[src/rtl/gpio_in_debounce_if.sv]
// Pin-conditioner bus: raw pins and parity controls in, GPIOIN word and change pulse out.
// The slave side is the debounce block; the master side is whatever drives and observes it.
interface gpio_in_debounce_if #(
  parameter int WIDTH = 16
);
  logic [WIDTH-1:0] PINS_IN;
  logic             PARITYSEL;
  logic             ERRINJ;
  logic [WIDTH:0]   GPIOIN;
  logic             CHANGED;

  modport master (
    output PINS_IN, PARITYSEL, ERRINJ,
    input  GPIOIN, CHANGED
  );

  modport slave (
    input  PINS_IN, PARITYSEL, ERRINJ,
    output GPIOIN, CHANGED
  );
endinterface

[src/rtl/gpio_in_debounce.sv]
// Per-pin synchroniser plus counter debouncer feeding the AHB GPIO GPIOIN bus.
// A parity bit is appended over the debounced word, with an inversion input for fault injection.
module gpio_in_debounce #(
  parameter  int WIDTH           = 16,
  parameter  int SYNC_STAGES     = 2,
  parameter  int DEBOUNCE_CYCLES = 4,
  localparam int CNT_W           = $clog2(DEBOUNCE_CYCLES + 1)
) (
  input logic             HCLK,
  input logic             HRESET,
  gpio_in_debounce_if.slave bus
);

  localparam logic [CNT_W-1:0] CNT_MAX = CNT_W'(DEBOUNCE_CYCLES - 1);

  logic [WIDTH-1:0] sync_r [SYNC_STAGES];
  logic [WIDTH-1:0] stable_r;
  logic [WIDTH-1:0] stable_nxt_s;
  logic [WIDTH-1:0] commit_s;
  logic [CNT_W-1:0] cnt_r     [WIDTH];
  logic [CNT_W-1:0] cnt_nxt_s [WIDTH];
  logic             changed_r;
  logic [WIDTH-1:0] samp_s;

  function automatic logic parity_f(input logic [WIDTH-1:0] data, input logic odd);
    return odd ? ~^data : ^data;
  endfunction

  assign samp_s = sync_r[SYNC_STAGES-1];

  // Plain flop chain per pin, nothing between stages
  always_ff @(posedge HCLK or posedge HRESET) begin
    if (HRESET) begin
      for (int k = 0; k < SYNC_STAGES; k++) sync_r[k] <= '0;
    end else begin
      sync_r[0] <= bus.PINS_IN;
      for (int k = 1; k < SYNC_STAGES; k++) sync_r[k] <= sync_r[k-1];
    end
  end

  // Debounce next state: any sample matching the committed level discards progress
  always_comb begin
    stable_nxt_s = stable_r;
    commit_s     = '0;
    cnt_nxt_s    = '{default: '0};
    for (int i = 0; i < WIDTH; i++) begin
      if (samp_s[i] == stable_r[i]) begin
        cnt_nxt_s[i] = '0;
      end else if (cnt_r[i] == CNT_MAX) begin
        stable_nxt_s[i] = samp_s[i];
        commit_s[i]     = 1'b1;
        cnt_nxt_s[i]    = '0;
      end else begin
        cnt_nxt_s[i] = cnt_r[i] + CNT_W'(1);
      end
    end
  end

  // Debounce state and the one-cycle change pulse
  always_ff @(posedge HCLK or posedge HRESET) begin
    if (HRESET) begin
      stable_r  <= '0;
      changed_r <= 1'b0;
      for (int i = 0; i < WIDTH; i++) cnt_r[i] <= '0;
    end else begin
      stable_r  <= stable_nxt_s;
      changed_r <= |commit_s;
      for (int i = 0; i < WIDTH; i++) cnt_r[i] <= cnt_nxt_s[i];
    end
  end

  // Parity follows PARITYSEL/ERRINJ combinationally; the data path is fully registered
  assign bus.GPIOIN  = {parity_f(stable_r, bus.PARITYSEL) ^ bus.ERRINJ, stable_r};
  assign bus.CHANGED = changed_r;

endmodule
[src/flat_wrapper.sv]
// flat-port wrapper written by rule: the top's interface ports become plain ports
module gpio_in_debounce_flat 
#(
  parameter  int WIDTH           = 16,
  parameter  int SYNC_STAGES     = 2,
  parameter  int DEBOUNCE_CYCLES = 4,
  localparam int CNT_W           = $clog2(DEBOUNCE_CYCLES + 1)
)
  (HCLK, HRESET, bus_PINS_IN, bus_PARITYSEL, bus_ERRINJ, bus_GPIOIN, bus_CHANGED);
  gpio_in_debounce_if #(.WIDTH(WIDTH)) bus_i ();
  input logic HCLK;
  input logic HRESET;
  input wire logic [$bits(bus_i.PINS_IN)-1:0] bus_PINS_IN;
  input wire logic [$bits(bus_i.PARITYSEL)-1:0] bus_PARITYSEL;
  input wire logic [$bits(bus_i.ERRINJ)-1:0] bus_ERRINJ;
  output wire logic [$bits(bus_i.GPIOIN)-1:0] bus_GPIOIN;
  output wire logic [$bits(bus_i.CHANGED)-1:0] bus_CHANGED;
  assign bus_i.PINS_IN = bus_PINS_IN;
  assign bus_i.PARITYSEL = bus_PARITYSEL;
  assign bus_i.ERRINJ = bus_ERRINJ;
  assign bus_GPIOIN = bus_i.GPIOIN;
  assign bus_CHANGED = bus_i.CHANGED;
  gpio_in_debounce #(.WIDTH(WIDTH), .SYNC_STAGES(SYNC_STAGES), .DEBOUNCE_CYCLES(DEBOUNCE_CYCLES)) u_core (.HCLK(HCLK), .HRESET(HRESET), .bus(bus_i));
endmodule
[config.mk]
export PLATFORM = sky130hd
export DESIGN_NAME = gpio_in_debounce_flat
export DESIGN_NICKNAME = d
export VERILOG_FILES = /design/src/rtl/gpio_in_debounce_if.sv /design/src/rtl/gpio_in_debounce.sv /design/src/flat_wrapper.sv
export SDC_FILE = /design/constraint.sdc
export NUM_CORES = 1
export LEC_CHECK = 0
export ABC_AREA = 1
export CORE_UTILIZATION = 60
export CTS_BUF_LIST = sky130_fd_sc_hd__clkbuf_8
export DETAILED_ROUTE_END_ITERATION = 16
export DONT_BUFFER_PORTS = 1
export GPL_ROUTABILITY_DRIVEN = 0
export HOLD_SLACK_MARGIN = 0.06
export PLACE_DENSITY = 0.76
export SLEW_MARGIN = 20
export SYNTH_ARGS = -nofsm -noshare
export SYNTH_HDL_FRONTEND = slang
export SYNTH_SLANG_ARGS = --single-unit
[constraint.sdc]
create_clock -name HCLK -period 7.1 [get_ports HCLK]
set_input_delay 0 -clock HCLK [delete_from_list [all_inputs] [get_ports HCLK]]
set_output_delay 0 -clock HCLK [all_outputs]
set_load 0.02 [all_outputs]
==> out/results.md <==
## Timing
• max-slew violation count: 0
• count of endpoints failing hold in the final timing report: 0
• setup total negative slack: 0 ns
• Setup-failing EPs final: 0
• RSZ-0062 raised after global routing: no
• Fin Clk Skew: 0.00696 ns
• Slew @ Worst Pin: 0.604 ns
• Max Clk Rate: 559 MHz
• final period utilization: 25.2%
• final-layout worst hold slack: 0.185 ns
• worst slew slack as a fraction of its limit: 59.7%
• final critical-path required period: 1.79 ns

## Power and ir drop
• Overall Power: 0.00181 W
• worst ir drop on vdd: 0.000227 V
• P_leak: 2.43 nW
• pwr dens: 407 nW/um2

## Setup path
• register-to-register path setup slack: 5.72 ns
• count of cells along the worst register-to-register path: 7
• critical path class: reg2out
• end of the worst register-to-register path: u_core.bus.CHANGED
• Setup crit end kind: output port
• critical path data arrival time: 1.79 ns
• worst setup path start: u_core.stable_r[10]
• worst-path fanout max: 7
• source of the worst register-to-register timing path: u_core.cnt_r[45]
• critical path launch point type: flip-flop
• capture point of the worst path: bus_GPIOIN[16]
• endpoint required time on the critical path: 7.10 ns

## Run status
• run status: finished clean

## Synth
• Cell Area, Synth: 3990 um2
• library cell occupying the most area in the post-synthesis netlist: dfrtp_1
• warnings from Yosys: 0
• share of the synthesized area in the top cell type: 60.9%
• per-instance average area after synthesis: 9.56 um2
• sequential element share of the synthesized area: 60.9%
• Seq cells post-synth: 97
• Net Count, Synth: 453
• count of different cell masters after synthesis: 16
• leading cell types by total area after synthesis: dfrtp_1 (61%), nand2_1 (12%), inv_1 (6.2%)
• Synth Instances: 417

## Die
• Placement Rows: 29
• die extent in y: 83.5 um
• Horiz. Die Dim: 83.5 um
• Core Footprint: 6390 um2
• full die area: 6970 um2
• effective utilization at floorplan: 62.4%
• I/O pin cnt: 38

## Routing
• via count: 2541
• total routed wirelength: 6070 um
• remaining number of nets flagged by the antenna check after routing: 0
• drt via density: 4.85
• DRC violation count after routing: 0
• Starting DRT DRC Count: 107
• Routed WL per cell: 11.6 um
• DR pass1 iterations: 5

## Clock tree
• deepest level of the CTS H-tree: 3
• # Post-CTS Setup Buffers: 0
• clock tree from TritonCTS: built
• Skew-Pair Late Insertion Delay: 0.36 ns
• total clock buffers created by CTS: 9
• master cell of the clock root buffer: clkbuf_8
• number of cells upsized or downsized after cts: 0
• maximum count of clock buffers along a single path: 2
• clock-pin slew on the worst setup and hold paths: 0.09 ns
• number of sinks handled by clock tree synthesis: 97

## Global route
• fraction of met1 tracks used by global routing: 24.1%
• layer with the highest usage after global routing: met2
• wire length of the first global-routing pass: 11100 um
• global-route met3 utilization: 7.12%
• GR Layer Usage met2: 35.0%
• number of antenna violations at the first check in global routing: 0
• Overall Global Routing Usage: 20.6%
• number of global-route vias before repair: 2558
• largest net degree at the start of global routing: 51
• grt total ovfl: 0

## Final layout
• layout cells sized above 1: 5.15%
• Area Overhead vs Synth: 11.8%
• total of fill cells in the finished design: 483
• most common cell after layout, fill and taps aside: nand2_1
• Antenna diodes: 0
• highest-count cells in the layout ignoring fill and taps: nand2_1 (128), dfrtp_1 (97), inv_1 (66)
• net count of the finished layout: 478

## Place
• hpwl dp: 4340 um
• port buffer count: 0

## Run
• number of max-capacitance violations reported: 0

## Min path
• class of the worst hold path: in2async

-- per-layer routing --
| layer | vias up | wire, um |
|---|---|---|
| met5 | - | 0 |
| met4 | 0 | 103 |
| met3 | 11 | 273 |
| met2 | 39 | 3020 |
| met1 | 1172 | 2670 |
| li1 | 1319 | - |
-- worst max-delay path, cell delays in order, from the launching register on --
cell      delay [ns]
dfrtp_1         0.62
nand2_1         0.13
inv_1           0.07
nor2_1          0.04
nand2_1         0.05
nand2_1         0.06
nand3b_1        0.17
nand2_2         0.08
nand2_1         0.04
nand2_1         0.18
-- sequential cells by signal, indices dropped and copies added, names as in the netlist --
register / cells
u_core.cnt_r: 48
u_core.samp_s: 16
u_core.stable_r: 16
u_core.sync_r: 16
u_core.bus.CHANGED: 1
-- cells by family (layout without fill, tap and decap cells) --
family	after synthesis	count (layout)	synth area share, %
compound gates	8	8	1.00
flops	97	97	60.9
fa+ha+maj	16	16	5.02
xor+xnor	26	26	5.71
simple gates	196	196	20.2
buf+inv	74	104	7.22
-- power breakdown --
part           switching (W)  internal [W]  total [W]
Clock               0.000186      0.000199   0.000384
Sequential          0.000173      0.000676   0.000849
Combinational       0.000354      0.000226   0.000580
-- Yosys cell counts, drive strengths merged --
master  number
buf          4
dfrtp       97
ha          16
inv         70
nand2      130
nand3        8
nand3b       1
nand4        4
nor2        22
nor3        31
o21ai        8
xnor2        6
xor2        20
-- final cells by class --
cell class	instances	area [um2]	area share, %
multi-input combinational	246	1270	28.5
timing repair buffer	18	178	3.99
clock inverter	7	93.8	2.11
clock buffer	9	124	2.78
tap	77	96.3	2.16
inverter	70	265	5.95
sequential	97	2430	54.5
-- per-stage QoR --
stage	instances	worst slack (ns)	area, um2	utilization (%)
after detailed placement	491	5.69	4070	63.7
after CTS	524	5.27	4460	69.8
after floorplan	417	4.57	3990	-
after global placement	491	5.70	4070	63.7
final	524	5.31	4460	69.8
after global routing	524	5.08	4460	69.8
-- worst min path at each step --
stage,from,to
after CTS,bus_PINS_IN[1],u_core.sync_r[17]
final,HRESET,u_core.cnt_r[1]
after global routing,bus_PINS_IN[5],u_core.sync_r[21]
after floorplan,bus_PINS_IN[0],u_core.sync_r[16]
after detailed placement,HRESET,u_core.sync_r[28]
after global placement,HRESET,u_core.sync_r[28]
-- repair_timing --
action / in CTS / in global routing
hold buffers: 17 / 0
endpoints found under the setup margin: 0 / 0
endpoints found under the hold margin: 63 / 0
Power figures use the tool's default switching activity.
